**src/rtl/mem_bus_ctrl_pkg.sv**
```systemverilog
// Shared types and constants for the memory bus controller.
// The state encoding and the error read-data pattern live here so the
// controller and anything observing it agree on them.
package mem_bus_ctrl_pkg;

    // Controller phases: wait for a request, pulse the RAM, wait out the
    // latency, then hold the response until the core drops its strobe.
    typedef enum logic [1:0] {
        ST_IDLE   = 2'd0,
        ST_ACCESS = 2'd1,
        ST_WAIT   = 2'd2,
        ST_RESP   = 2'd3
    } state_t;

    // Read data returned alongside an error response.
    localparam logic [31:0] ERR_RDATA = 32'hDEAD_BEEF;

endpackage

```
**src/rtl/mem_bus_ctrl.sv**
```systemverilog
// Memory-side controller between the RV32I core memory port and a pipelined
// synchronous word RAM. Each core request (a level strobe) produces exactly
// one single-cycle RAM access and a four-phase oMemRdy handshake.
//
// Optional feature: define MEM_CHECK_EN to flag misaligned, out-of-range and
// read+write requests with an error response instead of a RAM access.
// Without it the upper/lower address bits alias and a write wins over a read.
module mem_bus_ctrl
    import mem_bus_ctrl_pkg::*;
#(
    parameter int ADDR_W      = 12,
    parameter int RD_LAT      = 1,
    parameter int WAIT_STATES = 0
) (
    input  logic              iClk,
    input  logic              iRst,
    input  logic              iMemRead,
    input  logic              iMemWrite,
    input  logic [31:0]       iMemAddr,
    input  logic [31:0]       iMemWData,
    output logic [31:0]       oMemRData,
    output logic              oMemRdy,
    output logic              oErr,
    output logic              oRamEn,
    output logic              oRamWe,
    output logic [ADDR_W-1:0] oRamAddr,
    output logic [31:0]       oRamWData,
    input  logic [31:0]       iRamRData
);

    // Counter must hold the longest post-access delay (a read with wait states).
    localparam int CNT_MAX = WAIT_STATES + RD_LAT;
    localparam int CNT_W   = $clog2(CNT_MAX + 1);

    localparam logic [CNT_W-1:0] CNT_READ  = CNT_W'(WAIT_STATES + RD_LAT);
    localparam logic [CNT_W-1:0] CNT_WRITE = CNT_W'(WAIT_STATES);
    // Counter value seen in WAIT on the edge closing the RD_LAT-th cycle after
    // the access: the RAM output is valid during exactly that cycle.
    localparam logic [CNT_W-1:0] CNT_CAPT  = CNT_W'(WAIT_STATES + 1);
    localparam logic [CNT_W-1:0] CNT_ONE   = CNT_W'(1);

    state_t              r_state;
    logic [CNT_W-1:0]    r_cnt;
    logic                r_is_write;
    logic [ADDR_W-1:0]   r_addr;
    logic [31:0]         r_wdata;
    logic                r_ram_en;
    logic                r_ram_we;
    logic                r_mem_rdy;
    logic                r_err;
    logic [31:0]         r_mem_rdata;

    logic                w_req;
    logic                w_req_err;
    logic [ADDR_W-1:0]   w_word_addr;
    logic [CNT_W-1:0]    w_load_n;

    assign w_req       = iMemRead | iMemWrite;
    assign w_word_addr = iMemAddr[ADDR_W+1:2];
    assign w_load_n    = r_is_write ? CNT_WRITE : CNT_READ;

`ifdef MEM_CHECK_EN
    logic [31:0] w_hi_bits;

    // Anything above the RAM's byte range must be zero for a legal request.
    assign w_hi_bits = iMemAddr >> (ADDR_W + 2);
    assign w_req_err = (iMemAddr[1:0] != 2'b00) | (w_hi_bits != 32'd0)
                     | (iMemRead & iMemWrite);
`else
    logic w_unused_addr_bits;

    // Undecoded address bits simply alias onto the RAM.
    assign w_unused_addr_bits = ^{iMemAddr[31:ADDR_W+2], iMemAddr[1:0]};
    assign w_req_err          = 1'b0;
`endif

    // Handshake FSM with every output registered; reset overrides any phase.
    always_ff @(posedge iClk) begin
        // NOTE: state is updated with non-blocking assignments so every
        // register in this block samples pre-edge values, like real flops.
        if (iRst) begin
            r_state     <= ST_IDLE;
            r_cnt       <= '0;
            r_is_write  <= 1'b0;
            r_addr      <= '0;
            r_wdata     <= '0;
            r_ram_en    <= 1'b0;
            r_ram_we    <= 1'b0;
            r_mem_rdy   <= 1'b0;
            r_err       <= 1'b0;
            r_mem_rdata <= '0;
        end else begin
            case (r_state)
                ST_IDLE: begin
                    if (w_req) begin
                        if (w_req_err) begin
                            // Illegal request: answer immediately, RAM untouched.
                            r_state     <= ST_RESP;
                            r_mem_rdy   <= 1'b1;
                            r_err       <= 1'b1;
                            r_mem_rdata <= ERR_RDATA;
                        end else begin
                            // Freeze the request; the core may change its
                            // bus before we return to IDLE.
                            r_state    <= ST_ACCESS;
                            r_is_write <= iMemWrite;
                            r_addr     <= w_word_addr;
                            r_wdata    <= iMemWData;
                            r_ram_en   <= 1'b1;
                            r_ram_we   <= iMemWrite;
                        end
                    end
                end

                ST_ACCESS: begin
                    r_ram_en <= 1'b0;
                    r_ram_we <= 1'b0;
                    r_cnt    <= w_load_n;
                    if (w_load_n == '0) begin
                        r_state   <= ST_RESP;
                        r_mem_rdy <= 1'b1;
                    end else begin
                        r_state <= ST_WAIT;
                    end
                end

                ST_WAIT: begin
                    r_cnt <= r_cnt - CNT_ONE;
                    if (!r_is_write && (r_cnt == CNT_CAPT)) begin
                        r_mem_rdata <= iRamRData;
                    end
                    if (r_cnt == CNT_ONE) begin
                        r_state   <= ST_RESP;
                        r_mem_rdy <= 1'b1;
                    end
                end

                ST_RESP: begin
                    // Hold the response until the core releases both strobes.
                    if (!w_req) begin
                        r_state   <= ST_IDLE;
                        r_mem_rdy <= 1'b0;
                        r_err     <= 1'b0;
                    end
                end

                default: begin
                    r_state <= ST_IDLE;
                end
            endcase
        end
    end

    assign oMemRData = r_mem_rdata;
    assign oMemRdy   = r_mem_rdy;
    assign oErr      = r_err;
    assign oRamEn    = r_ram_en;
    assign oRamWe    = r_ram_we;
    assign oRamAddr  = r_addr;
    assign oRamWData = r_wdata;

endmodule

```
**config.mk**
```make
export PLATFORM = sky130hd
export DESIGN_NAME = mem_bus_ctrl
export DESIGN_NICKNAME = d
export VERILOG_FILES = /design/src/rtl/mem_bus_ctrl_pkg.sv /design/src/rtl/mem_bus_ctrl.sv
export SDC_FILE = /design/constraint.sdc
export NUM_CORES = 1
export LEC_CHECK = 0
export ABC_AREA = 1
export CAP_MARGIN = 15
export CORE_MARGIN = 2
export CORE_UTILIZATION = 25
export DETAILED_ROUTE_END_ITERATION = 7
export GPL_ROUTABILITY_DRIVEN = 0
export PLACE_DENSITY_LB_ADDON = 0.3
export SLEW_MARGIN = 20
export SYNTH_ARGS = -nofsm -noshare
export SYNTH_HDL_FRONTEND = slang
export SYNTH_SLANG_ARGS = --single-unit
```
**constraint.sdc**
```tcl
create_clock -name iClk -period 1.65 [get_ports iClk]
set_input_delay 0.165 -clock iClk [delete_from_list [all_inputs] [get_ports iClk]]
set_output_delay 0.165 -clock iClk [all_outputs]
set_load 0.02 [all_outputs]
```
* Word level (Yosys, flattened, before mapping)
Index checks and enable logic that the tools add are counted.
Operators by class: reduce and logical (&&, ||, !) cells 10, eq/ne operators 7, add/subtract/negate cells 1, bitwise operators 2, muxes and demuxes 15
Operator list (number):
- 2-bit != test (second input constant) | 4
- 2-bit one-hot mux with 4 select lines | 1
- 1-bit two-way mux | 7
- 2-bit two-way mux | 3
- 1-bit one-hot mux with 2 select lines | 3
- 2-bit AND reduction | 3
- 2-bit equality test (second input constant) | 2
- 4-bit AND reduction | 1
- 2-bit nonzero test | 2
- 1-bit one-hot mux with 3 select lines | 1
- 3-bit AND reduction | 1
- 2-bit by 1-bit equality test with 1-bit output (second input constant) | 1
- 2-bit zero test | 1
- 1-bit logical AND | 1
- 1-bit zero test | 1
- 1-bit NOT | 1
- 1-bit OR | 1
- 1-bit subtractor (second input constant) | 1
Word-level totals: flip-flop bits (word level) 83, word-level logic and storage cells 44, output and inout bits 80, bits of input ports 100

* Longest topological paths before layout
word-level depth 3, depth in mapped cells 8

* Worst setup path after synthesis
No wires, ideal clock.
kind register to register, start register r_state[0], end register r_addr[11] (netlist: oRamAddr[11]), path slack 0.336 ns, path buffers 2, cell stages (with the launch flop) 8, library setup time 0.064 ns, data arrival time 1.250 ns, path through dfxtp_1 > inv_1 > ha_1 > buf_4 > nand2_2 > buf_2 > o21ai_0 > nor2_1
On the way: longest elaborated chain between the ends 2
RTL lines:
- start: declaration | RTL line mem_bus_ctrl.sv:42 | state_t r_state;
- start signal: assignment | RTL line mem_bus_ctrl.sv:82 | r_state <= ST_IDLE;
- start signal: assignment | RTL line mem_bus_ctrl.sv:98 | r_state <= ST_RESP;
- start signal: assignment | RTL line mem_bus_ctrl.sv:105 | r_state <= ST_ACCESS;
- 2-bit zero test | RTL line mem_bus_ctrl.sv:93 | case (r_state)
- 2-bit AND reduction (no line)
- end signal: assignment | RTL line mem_bus_ctrl.sv:107 | r_addr <= w_word_addr;
- end: declaration | RTL line mem_bus_ctrl.sv:45 | logic [ADDR_W-1:0] r_addr;
Every way passes these cells. A chain may end at the register's enable or synchronous reset.

* Final worst setup path
start register r_state[1], end register r_wdata[16] (netlist: oRamWData[16])
On the way: longest elaborated chain between the ends 2
RTL lines:
- 2-bit zero test | RTL line mem_bus_ctrl.sv:93
- 2-bit AND reduction (no line)
- end signal: assignment | RTL line mem_bus_ctrl.sv:108 | r_wdata <= iMemWData;
- end: declaration | RTL line mem_bus_ctrl.sv:46 | logic [31:0] r_wdata;
Every way passes these cells.

==> summary.md <==
| Metric | Value |
|---|---|
| Fmax achieved | 671 MHz |
| Initial core utilization | 25.5% |
| Worst-path cell with the longest stage delay | dfxtp_1 |
| Die Width | 114 um |
| All-Layer GR Usage | 13.6% |
| PnR Total Power | 8.52 mW |
| Detailed-route DRC error count | 0 |
| H-tree levels | 3 |
| Status | finished clean |
| Pin count of the biggest net entering global routing | 49 |
| Worst path top cell family by delay | buffers and inverters |
| Mapped Cells | 391 |
| Mean area per synthesized cell | 7.79 um^2 |
| Reg2Reg Depth | 8 |
| Top Metal Used | met4 |
| Core area | 0.0120 mm^2 |
| Initial antenna violation count | 0 |
| Fillers | 1215 |
| RSZ-0062 raised after global routing | no |
| Setup crit start kind | flip-flop |
| Final WS setup | 0.159 ns |
| Max Slew Vio Count | 0 |
| Latest clock arrival within the worst-skew pair | 0.33 ns |
| Detail Route met3 WL | 805 um |
| Register area share after synthesis | 54.5% |
| Crit. path cell count | 8 |
| Hpwl dp | 6060 um |
| CP bufs+invs | 4 |
| Total CTS buffers | 9 |
| CP required | 1.92 ns |
| Distinct cell type count of the synthesized netlist | 20 |
| R2r setup slk | 0.16 ns |
| Vias in the first global route | 2958 |
| Initial drt markers | 120 |
| Routed wire per std cell | 12.7 um |
| Post-Route WL | 8880 um |
| Final period utilization | 90.4% |
| IO Pins | 180 |
| Clock-pin transition on the worst setup and hold timing paths | 0.06 ns |
| WS Path Type | flip-flop to flip-flop |
| ANT cells | 0 |
| Met1 Wirelength | 3930 um |
| Final hold violation count | 0 |
| Antenna Nets Post-Route | 0 |
| Layout area overhead | 68.5% |
| Worst-path maximum fanout | 24 |
| Pleak | 2.10 nW |
| Worst hold start | iRamRData[29] |
| Most numerous cell on the critical path | nor2_1 |
| CTS Hold Bufs | 0 |
| Peak VDD IR | 0.000753 V |
| Met2 WL | 4010 um |
| Yosys reg bits | 83 |
| First-pass GRT wire length | 14000 um |
| Syn. warnings | 0 |
| Hold Path End | oMemRData[29] |
| Worst R2R Start | r_state[1] |
| PortBufs | 158 |
| Critical path cell sequence | buf_4 -> inv_1 -> ha_2 -> inv_2 -> nor2_4 -> buf_12 -> nor2_1 -> nor2_1 |
| Fin nets | 654 |
| Pre-CTS setup slack | -0.187 ns |
| Total number of vias | 3034 |
| Crit Reg-Reg Endpoint | oRamWData[16] |
| Minimum clock period | 1.49 ns |
| Die area | 0.0131 mm^2 |
| Clk root buf | clkbuf_16 |
| Crit path DAT | 1.76 ns |
| Dpl cell area | 0.00482 mm^2 |
| Post-Syn Area | 0.00305 mm^2 |
| Crit end category | flip-flop |
| Pwr/cell area | 1660 mW/mm^2 |
| Fin area | 0.00513 mm^2 |
| Clock Tree Buf Depth | 2 |
| Detail-routed via count per cell | 4.33 |
| # rows | 40 |
| Max stage delay on crit path | 0.31 ns |
| Clock Skew | 0.00374 ns |
| TritonCTS Sinks | 83 |
| Hold Path Depth | 3 |
| Layout cells sized above 1 | 6.50% |
| Initial DRT Pass Iterations | 4 |
| Hold Path Class | input port to flip-flop |
| Setup violators final | 0 |
| Die H | 114 um |
| Grt ovf | 0 |
| Max-Cap Viols | 0 |
| Mapped Nets | 496 |
| CTS tree | yes |
## what timing repair did
action / in CTS / in global routing
cloned: 1 / 0
pin swaps: 1 / 0
endpoints found under the setup margin: 30 / 23
setup buffers: 1 / 0
resized for setup: 1 / 1
## report_power, final
group | total, mW | internal, mW | switching [mW]
logic | 3.64 | 1.70 | 1.94
clock network | 1.98 | 1.20 | 0.783
registers | 2.90 | 2.60 | 0.301
## worst reg2reg max path, delay by kind of cell, from the launching register on
| kind | cells | cell delay [ns] |
|---|---|---|
| buf+inv | 4 | 0.51 |
| simple gates | 3 | 0.34 |
| flops | 1 | 0.31 |
| fa+ha+maj | 1 | 0.28 |
## synth_stat cells
cell type	number	share of area, %
o21ai_0	64	11
nand2_1	14	1.7
nand3_1	3	0.49
nor2_4	2	0.74
clkbuf_1	8	0.99
nand4_1	1	0.21
buf_4	2	0.49
ha_1	5	2.1
inv_1	8	0.99
dfxtp_1	83	55
nand2_2	1	0.21
nor2_1	160	20
a21oi_1	6	0.99
inv_2	2	0.25
conb_1	1	0.12
clkbuf_2	3	0.49
buf_2	7	1.1
o21ai_1	16	2.6
o211ai_1	1	0.25
buf_6	4	1.5
## metrics by stage
stage	TNS, ns	hold slack, ns	std cells	util [%]
floorplan	0	0.234	391	-
global placement	-3.10	0.464	683	40.3
detailed placement	-4.77	0.473	683	40.3
CTS	0	0.403	701	42.9
global route	0	0.409	701	42.9
finish	0	0.414	701	42.9
## routing by layer
layer | vias up | global-route usage (%)
met5 | - | 0
met4 | 0 | 4.88
met3 | 9 | 5.56
met2 | 125 | 22.4
met1 | 1337 | 16.0
li1 | 1563 | -
## logic make-up (layout without fill, tap and decap cells)
group,Yosys count,count (layout),share of synthesized area [%]
DFF,83,83,54.5
AOI/OAI and AO/OA,87,87,14.4
adders and majority gates,5,5,2.05
and+or+nand+nor,181,182,23.1
buffers and inverters,34,196,5.83
other,1,1,0.123
## placed cells by master, fill, tap and decap left out
| cell type | n |
|---|---|
| nor2_1 | 160 |
| clkdlybuf4s50_1 | 158 |
| dfxtp_1 | 83 |
| o21ai_0 | 64 |
| o21ai_1 | 16 |
| nand2_1 | 14 |
| clkbuf_16 | 9 |
| inv_1 | 7 |
| buf_4 | 7 |
| a21oi_1 | 6 |
| clkinv_2 | 5 |
| buf_12 | 5 |
| ha_1 | 4 |
| inv_2 | 3 |
| nor2_4 | 3 |
| nand3_1 | 3 |
| nand2_2 | 1 |
| o211ai_1 | 1 |
| nand4_1 | 1 |
| ha_2 | 1 |
| conb_1 | 1 |
| bufinv_16 | 1 |
| clkbuf_8 | 1 |
## registers in the layout, summed over array words and instances, names as in the netlist
register / count
oMemRData: 32
oMemRdy: 1
oRamEn: 1
r_cnt: 1
oRamAddr: 12
oRamWe: 1
r_state: 2
r_is_write: 1
oRamWData: 32
## final cells by class
| class | count | area [um^2] | share of cell area [%] |
|---|---|---|---|
| Timing Repair Buffer | 170 | 1730 | 33.8 |
| Sequential cell | 83 | 1660 | 32.4 |
| Inverter | 10 | 37.5 | 0.731 |
| Multi-Input combinational cell | 275 | 1220 | 23.8 |
| Clock buffer | 10 | 239 | 4.66 |
| Tap cell | 147 | 184 | 3.58 |
| Clock inverter | 6 | 55.1 | 1.07 |
## worst max-delay path by stage
stage | from | endpoint | slack [ns]
5_1_grt | r_state[0] | oMemRData[20] | 0.02
4_1_cts | r_state[1] | oRamWData[16] | 0.08
3_5_place_dp | r_state[0] | oMemRData[12] | -0.19
2_1_floorplan | r_state[0] | oRamAddr[11] | 0.34
6_report | r_state[1] | oRamWData[16] | 0.16
3_3_place_gp | r_state[0] | oMemRData[2] | -0.12
Note: power is estimated with default switching activity, not from simulation.
